--- src/rtl/id_stage_pipelined.sv ---
// Decode stage: register file with writeback bypass, condition check, control decode,
// RAW hazard detection and the ID/EX pipeline register feeding execute.
module id_stage_pipelined #(
    parameter int unsigned WORD_WIDTH    = 32,
    parameter int unsigned REG_COUNT     = 16,
    parameter int unsigned FORWARDING_EN = 0
) (
    input  logic                  clk,
    input  logic                  rst,
    input  logic                  freeze,
    input  logic                  flush,
    input  logic [WORD_WIDTH-1:0] pc_in,
    input  logic [31:0]           instruction_in,
    input  logic [3:0]            status_register,
    input  logic                  wb_en,
    input  logic [3:0]            wb_dst,
    input  logic [WORD_WIDTH-1:0] wb_data,
    input  logic                  exe_wb_en,
    input  logic [3:0]            exe_dst,
    input  logic                  exe_mem_read,
    input  logic                  mem_wb_en,
    input  logic [3:0]            mem_dst,
    output logic                  hazard_stall,
    output logic [WORD_WIDTH-1:0] pc_out,
    output logic [WORD_WIDTH-1:0] val_rn,
    output logic [WORD_WIDTH-1:0] val_rm,
    output logic [3:0]            src1,
    output logic [3:0]            src2,
    output logic [3:0]            dst,
    output logic [11:0]           shifter_operand,
    output logic [23:0]           signed_imm,
    output logic [3:0]            ex_cmd,
    output logic                  mem_read,
    output logic                  mem_write,
    output logic                  wb_en_out,
    output logic                  imm,
    output logic                  b,
    output logic                  s_update,
    output logic                  valid
);

    localparam int unsigned RA_W  = 4;
    localparam int unsigned CMD_W = 4;
    localparam bit          FWD   = (FORWARDING_EN != 0);

    typedef struct packed {
        logic [WORD_WIDTH-1:0] pc;
        logic [WORD_WIDTH-1:0] val_rn;
        logic [WORD_WIDTH-1:0] val_rm;
        logic [RA_W-1:0]       src1;
        logic [RA_W-1:0]       src2;
        logic [RA_W-1:0]       dst;
        logic [11:0]           shifter_operand;
        logic [23:0]           signed_imm;
        logic [CMD_W-1:0]      ex_cmd;
        logic                  mem_read;
        logic                  mem_write;
        logic                  wb_en;
        logic                  imm;
        logic                  b;
        logic                  s_update;
        logic                  valid;
    } idex_t;

    logic [3:0]            cond;
    logic [1:0]            mode;
    logic [3:0]            opcode;
    logic [RA_W-1:0]       rn, rd, rm, src2_addr;
    logic                  imm_bit;
    logic                  n_f, z_f, c_f, v_f;
    logic                  cond_ok;
    logic                  dec_ok, dec_wb, dec_mem_rd, dec_mem_wr, dec_b, dec_s, dec_no_rn;
    logic [CMD_W-1:0]      dec_cmd;
    logic                  has_src1, has_src2;
    logic                  match_exe, match_mem, raw_hit;
    logic [WORD_WIDTH-1:0] rn_val, src2_val;
    logic [WORD_WIDTH-1:0] rf_q [REG_COUNT];
    idex_t                 idex_d, idex_q;

    assign cond      = instruction_in[31:28];
    assign mode      = instruction_in[27:26];
    assign imm_bit   = instruction_in[25];
    assign opcode    = instruction_in[24:21];
    assign rn        = instruction_in[19:16];
    assign rd        = instruction_in[15:12];
    assign rm        = instruction_in[3:0];
    assign src2_addr = dec_mem_wr ? rd : rm;
    assign {n_f, z_f, c_f, v_f} = status_register;

    // Condition evaluation on {N,Z,C,V}; code 1111 never passes
    always_comb begin
        cond_ok = 1'b0;
        case (cond)
            4'h0:    cond_ok = z_f;
            4'h1:    cond_ok = ~z_f;
            4'h2:    cond_ok = c_f;
            4'h3:    cond_ok = ~c_f;
            4'h4:    cond_ok = n_f;
            4'h5:    cond_ok = ~n_f;
            4'h6:    cond_ok = v_f;
            4'h7:    cond_ok = ~v_f;
            4'h8:    cond_ok = c_f & ~z_f;
            4'h9:    cond_ok = ~c_f | z_f;
            4'hA:    cond_ok = (n_f == v_f);
            4'hB:    cond_ok = (n_f != v_f);
            4'hC:    cond_ok = ~z_f & (n_f == v_f);
            4'hD:    cond_ok = z_f | (n_f != v_f);
            4'hE:    cond_ok = 1'b1;
            default: cond_ok = 1'b0;
        endcase
    end

    // Control decode; anything not recognised leaves dec_ok low and becomes a bubble
    always_comb begin
        dec_ok     = 1'b0;
        dec_cmd    = '0;
        dec_wb     = 1'b0;
        dec_mem_rd = 1'b0;
        dec_mem_wr = 1'b0;
        dec_b      = 1'b0;
        dec_s      = 1'b0;
        dec_no_rn  = 1'b0;
        case (mode)
            2'b00: begin
                dec_ok = 1'b1;
                dec_wb = 1'b1;
                dec_s  = instruction_in[20];
                case (opcode)
                    4'b1101: begin dec_cmd = 4'b0001; dec_no_rn = 1'b1; end
                    4'b1111: begin dec_cmd = 4'b1001; dec_no_rn = 1'b1; end
                    4'b0100: dec_cmd = 4'b0010;
                    4'b0101: dec_cmd = 4'b0011;
                    4'b0010: dec_cmd = 4'b0100;
                    4'b0110: dec_cmd = 4'b0101;
                    4'b0000: dec_cmd = 4'b0110;
                    4'b1100: dec_cmd = 4'b0111;
                    4'b0001: dec_cmd = 4'b1000;
                    4'b1010: begin dec_cmd = 4'b0100; dec_wb = 1'b0; dec_s = 1'b1; end
                    4'b1000: begin dec_cmd = 4'b0110; dec_wb = 1'b0; dec_s = 1'b1; end
                    default: begin dec_ok = 1'b0; dec_wb = 1'b0; dec_s = 1'b0; end
                endcase
            end
            2'b01: begin
                dec_ok     = 1'b1;
                dec_cmd    = 4'b0010;
                dec_mem_rd = instruction_in[20];
                dec_mem_wr = ~instruction_in[20];
                dec_wb     = instruction_in[20];
            end
            2'b10: begin
                dec_ok    = 1'b1;
                dec_b     = 1'b1;
                dec_no_rn = 1'b1;
            end
            default: ;
        endcase
    end

    assign has_src1 = ~dec_no_rn;
    assign has_src2 = ~imm_bit | dec_mem_wr;

    // Register file read with same-cycle writeback bypass; out-of-range addresses read 0
    always_comb begin
        rn_val   = '0;
        src2_val = '0;
        for (int i = 0; i < int'(REG_COUNT); i++) begin
            if (rn == 4'(i))
                rn_val = (wb_en && wb_dst == rn) ? wb_data : rf_q[i];
            if (src2_addr == 4'(i))
                src2_val = (wb_en && wb_dst == src2_addr) ? wb_data : rf_q[i];
        end
    end

    always_ff @(posedge clk or posedge rst) begin
        if (rst) begin
            for (int i = 0; i < int'(REG_COUNT); i++) rf_q[i] <= '0;
        end else if (wb_en) begin
            for (int i = 0; i < int'(REG_COUNT); i++)
                if (wb_dst == 4'(i)) rf_q[i] <= wb_data;
        end
    end

    // RAW detection against in-flight producers
    assign match_exe = (has_src1 && rn == exe_dst) || (has_src2 && src2_addr == exe_dst);
    assign match_mem = (has_src1 && rn == mem_dst) || (has_src2 && src2_addr == mem_dst);

    always_comb begin
        raw_hit = 1'b0;
        if (FWD) raw_hit = exe_mem_read & match_exe;
        else     raw_hit = (exe_wb_en & match_exe) | (mem_wb_en & match_mem);
    end

    assign hazard_stall = ~flush & cond_ok & raw_hit;

    // ID/EX next state: flush beats freeze, which beats stall/condition bubbles
    always_comb begin
        idex_d = idex_q;
        if (flush) begin
            idex_d = '0;
        end else if (!freeze) begin
            if (hazard_stall || !cond_ok || !dec_ok) begin
                idex_d = '0;
            end else begin
                idex_d.pc              = pc_in;
                idex_d.val_rn          = rn_val;
                idex_d.val_rm          = src2_val;
                idex_d.src1            = rn;
                idex_d.src2            = src2_addr;
                idex_d.dst             = rd;
                idex_d.shifter_operand = instruction_in[11:0];
                idex_d.signed_imm      = instruction_in[23:0];
                idex_d.ex_cmd          = dec_cmd;
                idex_d.mem_read        = dec_mem_rd;
                idex_d.mem_write       = dec_mem_wr;
                idex_d.wb_en           = dec_wb;
                idex_d.imm             = imm_bit;
                idex_d.b               = dec_b;
                idex_d.s_update        = dec_s;
                idex_d.valid           = 1'b1;
            end
        end
    end

    always_ff @(posedge clk or posedge rst) begin
        if (rst) idex_q <= '0;
        else     idex_q <= idex_d;
    end

    assign pc_out          = idex_q.pc;
    assign val_rn          = idex_q.val_rn;
    assign val_rm          = idex_q.val_rm;
    assign src1            = idex_q.src1;
    assign src2            = idex_q.src2;
    assign dst             = idex_q.dst;
    assign shifter_operand = idex_q.shifter_operand;
    assign signed_imm      = idex_q.signed_imm;
    assign ex_cmd          = idex_q.ex_cmd;
    assign mem_read        = idex_q.mem_read;
    assign mem_write       = idex_q.mem_write;
    assign wb_en_out       = idex_q.wb_en;
    assign imm             = idex_q.imm;
    assign b               = idex_q.b;
    assign s_update        = idex_q.s_update;
    assign valid           = idex_q.valid;

endmodule

--- config.mk ---
export PLATFORM = sky130hd
export DESIGN_NAME = id_stage_pipelined
export DESIGN_NICKNAME = d
export VERILOG_FILES = /design/src/rtl/id_stage_pipelined.sv
export SDC_FILE = /design/constraint.sdc
export NUM_CORES = 2
export LEC_CHECK = 0
export CAP_MARGIN = 20
export CORE_MARGIN = 3
export CORE_UTILIZATION = 48
export DETAILED_ROUTE_END_ITERATION = 6
export PLACE_DENSITY = 0.67
export SLEW_MARGIN = 20
export SYNTH_ARGS = -nofsm -noshare
export SYNTH_HDL_FRONTEND = slang
export SYNTH_SLANG_ARGS = --single-unit
--- constraint.sdc ---
create_clock -name clk -period 32.2 [get_ports clk]
set_input_delay 9.66 -clock clk [delete_from_list [all_inputs] [get_ports clk]]
set_output_delay 9.66 -clock clk [all_outputs]
set_load 0.05 [all_outputs]
==> flow_summary.yaml <==
synth:
  syn-cell-area_um2: 37500
  yosysWarningCount: 0
  synth_fa_ha_area_frac: 0.00160
  yosysSeqAreaShare: 0.432
  synth_flop_cell: "dfrtp_1"
  synth_xor_xnor_area_share: 0.00674
  syn-mean-instance-area_um2: 9.48
  synth_edf_count: 0
  synthMuxAreaShare: 0.156
  async_reset_ff_frac: 1.00
  synth_top_family_by_area: "compound AO/OA/AOI/OAI gates"
  synth-compound-area-share: 0.260
  synth_cells: 3954
  synth-simple-area-share: 0.0910
  synth.net_count: 4078
  ys_ff_latch: 647
  synth_cell_types: 90
die:
  die_w_um: 285
  start_util: 0.489
  die_h_um: 285
  die-area_um2: 81500
  ios: 276
  rows: 101
  core-area_um2: 76600
clock_tree:
  cts_buffers: 72
  cts_tree: "yes"
  post-cts-setup-buffers: 0
  clk_pin_slew_worst_paths_ps: 50
  clock_latency_ps: 630
  cts.htree.levels: 3
  clock_sinks: 647
  cts-root-buf: "clkbuf_16"
  clk_path_buf_depth: 3
  cts_resized: 0
  ctsHoldBuffers: 0
placement:
  io_buffers: 274
  post-place-ws_ps: 8890
  place_area_um2: 40900
  gp_congestion: 0.983
  detailed_place_hpwl_um: 93700
setup_path:
  cp_num_cells: 10
  worstPathRequired_ps: 22540
  cpLargestDelayFamily: "buffers and inverters"
  cp-end-kind: "output pin"
  cp_data_arrival_time_ps: 13700
  cp-endpoint: "hazard_stall"
  cp-start-kind: "input pin"
  critPathMaxStageDelay_ps: 840
  crit_start: "instruction_in[27]"
  crit_top_cell: "clkdlybuf4s50_1"
  crit_buf_inv: 4
  crit_slowest_cell: "clkdlybuf4s50_1"
  crit_chain: "clkdlybuf4s50_1, inv_1, ha_1, nor2b_1, buf_4, mux2i_4, xnor2_1, or4_4, a31oi_1, clkdlybuf4s50_1"
  r2r_setup_slack_ps: 29870
  r2r_start: "rf_q[505]$_DFFE_PP0P_"
  r2r-end: "val_rn[25]$_DFFE_PP0P_"
  crit_fanout: 14
  reg2regPathDepth: 7
  worstSetupPathType: "input pin to output pin"
routing:
  drtIter0Drc: 5982
  firstDrtPassIters: 7
  routed_wl_um: 160000
  drc_errors: 12
  drt-wirelength-per-cell_um: 31.6
  vias_per_cell: 7.22
  ant_nets: 0
  num_vias: 36600
cells_and_area:
  areaGrowthSynthToFinish_pct: 15.4
  drive_gt1_frac: 0.197
  design_area_um2: 43300
  post-route-util: 0.565
  final_nets: 4100
  layout_common_cells: "647 x dfrtp_1, 460 x mux2_2, 456 x o21ai_0, 389 x a21oi_1, 340 x nand2_1"
  mostFrequentLayoutCell: "dfrtp_1"
hold_path:
  worstHoldPathType: "flop to flop"
global_routing:
  overflow: 0
  grt_pass1_wl_um: 233000
  grt_pass1_vias: 34400
  antenna_found_initial: 11
  grt_start_max_net_pins: 156
  track_usage: 0.381
sta:
  fin_skew_ps: 19.0
  min_period_ps: 23360
  rsz0062_at_grt: "no"
  fin_setup_tns_ps: 0
  slew_violations: 0
  setup-violations-final: 0
  relSlewSlack: 0.195
  hold_violations: 0
  fin_crit_sh: 0.725
  fin_ws_ps: 8840
  tightest_slew_ps: 1210
  clock.fmax_ghz: 0.0428
status:
  status: "finished, violations left"
  violations: "DRC"
pwr:
  finalPower_w: 0.00241
  ir_drop_mv: 0.0471
  power.leakage_nw: 17.5
  power_density_nw_per_um2: 55.7
flow_run:
  maxCapViolations: 0
-- worst min path at each step --
| stage | startpoint | to | slack, ps | depth (start not counted) |
|---|---|---|---|---|
| after floorplan | rf_q[422]$_DFFE_PP0P_ | rf_q[422]$_DFFE_PP0P_ | 450 | 2 |
| after global placement | ex_cmd[3]$_DFFE_PP0P_ | ex_cmd[3]$_DFFE_PP0P_ | 460 | 2 |
| after detailed placement | ex_cmd[2]$_DFFE_PP0P_ | ex_cmd[2]$_DFFE_PP0P_ | 470 | 2 |
| after CTS | ex_cmd[2]$_DFFE_PP0P_ | ex_cmd[2]$_DFFE_PP0P_ | 480 | 2 |
| after global routing | src2[3]$_DFFE_PP0P_ | src2[3]$_DFFE_PP0P_ | 500 | 2 |
| final | ex_cmd[3]$_DFFE_PP0P_ | ex_cmd[3]$_DFFE_PP0P_ | 480 | 2 |
-- metrics by stage --
stage               hold slack (ps)  cells
detailed placement              470   4930
CTS                             482   5059
finish                          480   5075
global placement                462   4929
global route                    496   5062
floorplan                       450   3954
-- logic make-up (layout without fill, tap and decap cells) --
| group | count (synthesis) | in the layout |
|---|---|---|
| AOI/OAI and AO/OA | 1516 | 1516 |
| and+or+nand+nor | 774 | 774 |
| DFF | 647 | 647 |
| muxes | 522 | 522 |
| buffers and inverters | 462 | 539 |
| xor gates and xnor gates | 28 | 28 |
| adders and majority gates | 5 | 5 |
| other | 0 | 14 |
-- layer usage --
metal	vias to the layer above	wire length, um	global-route usage
met5	-	27	0
met4	4	11000	0.219
met3	666	24200	0.135
met2	3211	64600	0.529
met1	17900	60500	0.514
li1	14800	-	-
-- registers in the layout, summed over array words and instances, names as in the netlist --
name and count:
rf_q 512, mem_read 1, b 1, valid 1, pc_out 32, signed_imm 7
val_rm 32, ex_cmd 4, wb_en_out 1, val_rn 32, s_update 1, src2 4
dst 3, mem_write 1, shifter_operand 11, src1 3, imm 1
-- power breakdown --
group / switching, W / total (W) / internal [W]
Sequential: 0.000130 / 0.00110 / 0.000968
Combinational: 0.000273 / 0.000483 / 0.000211
Clock: 0.000351 / 0.000830 / 0.000479
-- cell usage after synthesis, types with 26 or more instances --
library cell	number	area, um^2
a2111oi_0	26	228
a211oi_1	78	586
a21oi_1	390	1950
a221oi_1	56	490
a22o_1	74	648
a22oi_1	42	315
a31oi_1	43	269
buf_2	59	295
buf_4	28	210
clkbuf_1	320	1200
dfrtp_1	647	16200
inv_1	27	101
mux2_2	460	5180
mux2i_1	53	531
nand2_1	345	1290
nand2b_1	41	257
nand3_1	40	200
nor2_1	232	871
nor3_1	32	160
o211ai_1	34	255
o21ai_0	459	2300
o221ai_1	46	403
o22ai_1	64	400
o31ai_1	37	278
-- tightest hold or removal path, cell delays in order, from the launching register on --
cell and delay (ps):
dfrtp_1 340, nand2_1 50, o21ai_0 60
-- cell type report --
class	instances	area (um^2)
Fill cell	6887	33300
Multi-Input combinational cell	2845	19700
Sequential cell	647	16200
Timing Repair Buffer	383	3590
Clock buffer	109	2160
Tap cell	1030	1290
Clock inverter	20	174
Inverter	27	109
Antenna cell	14	35.0
(Power assumes the default switching activity.)
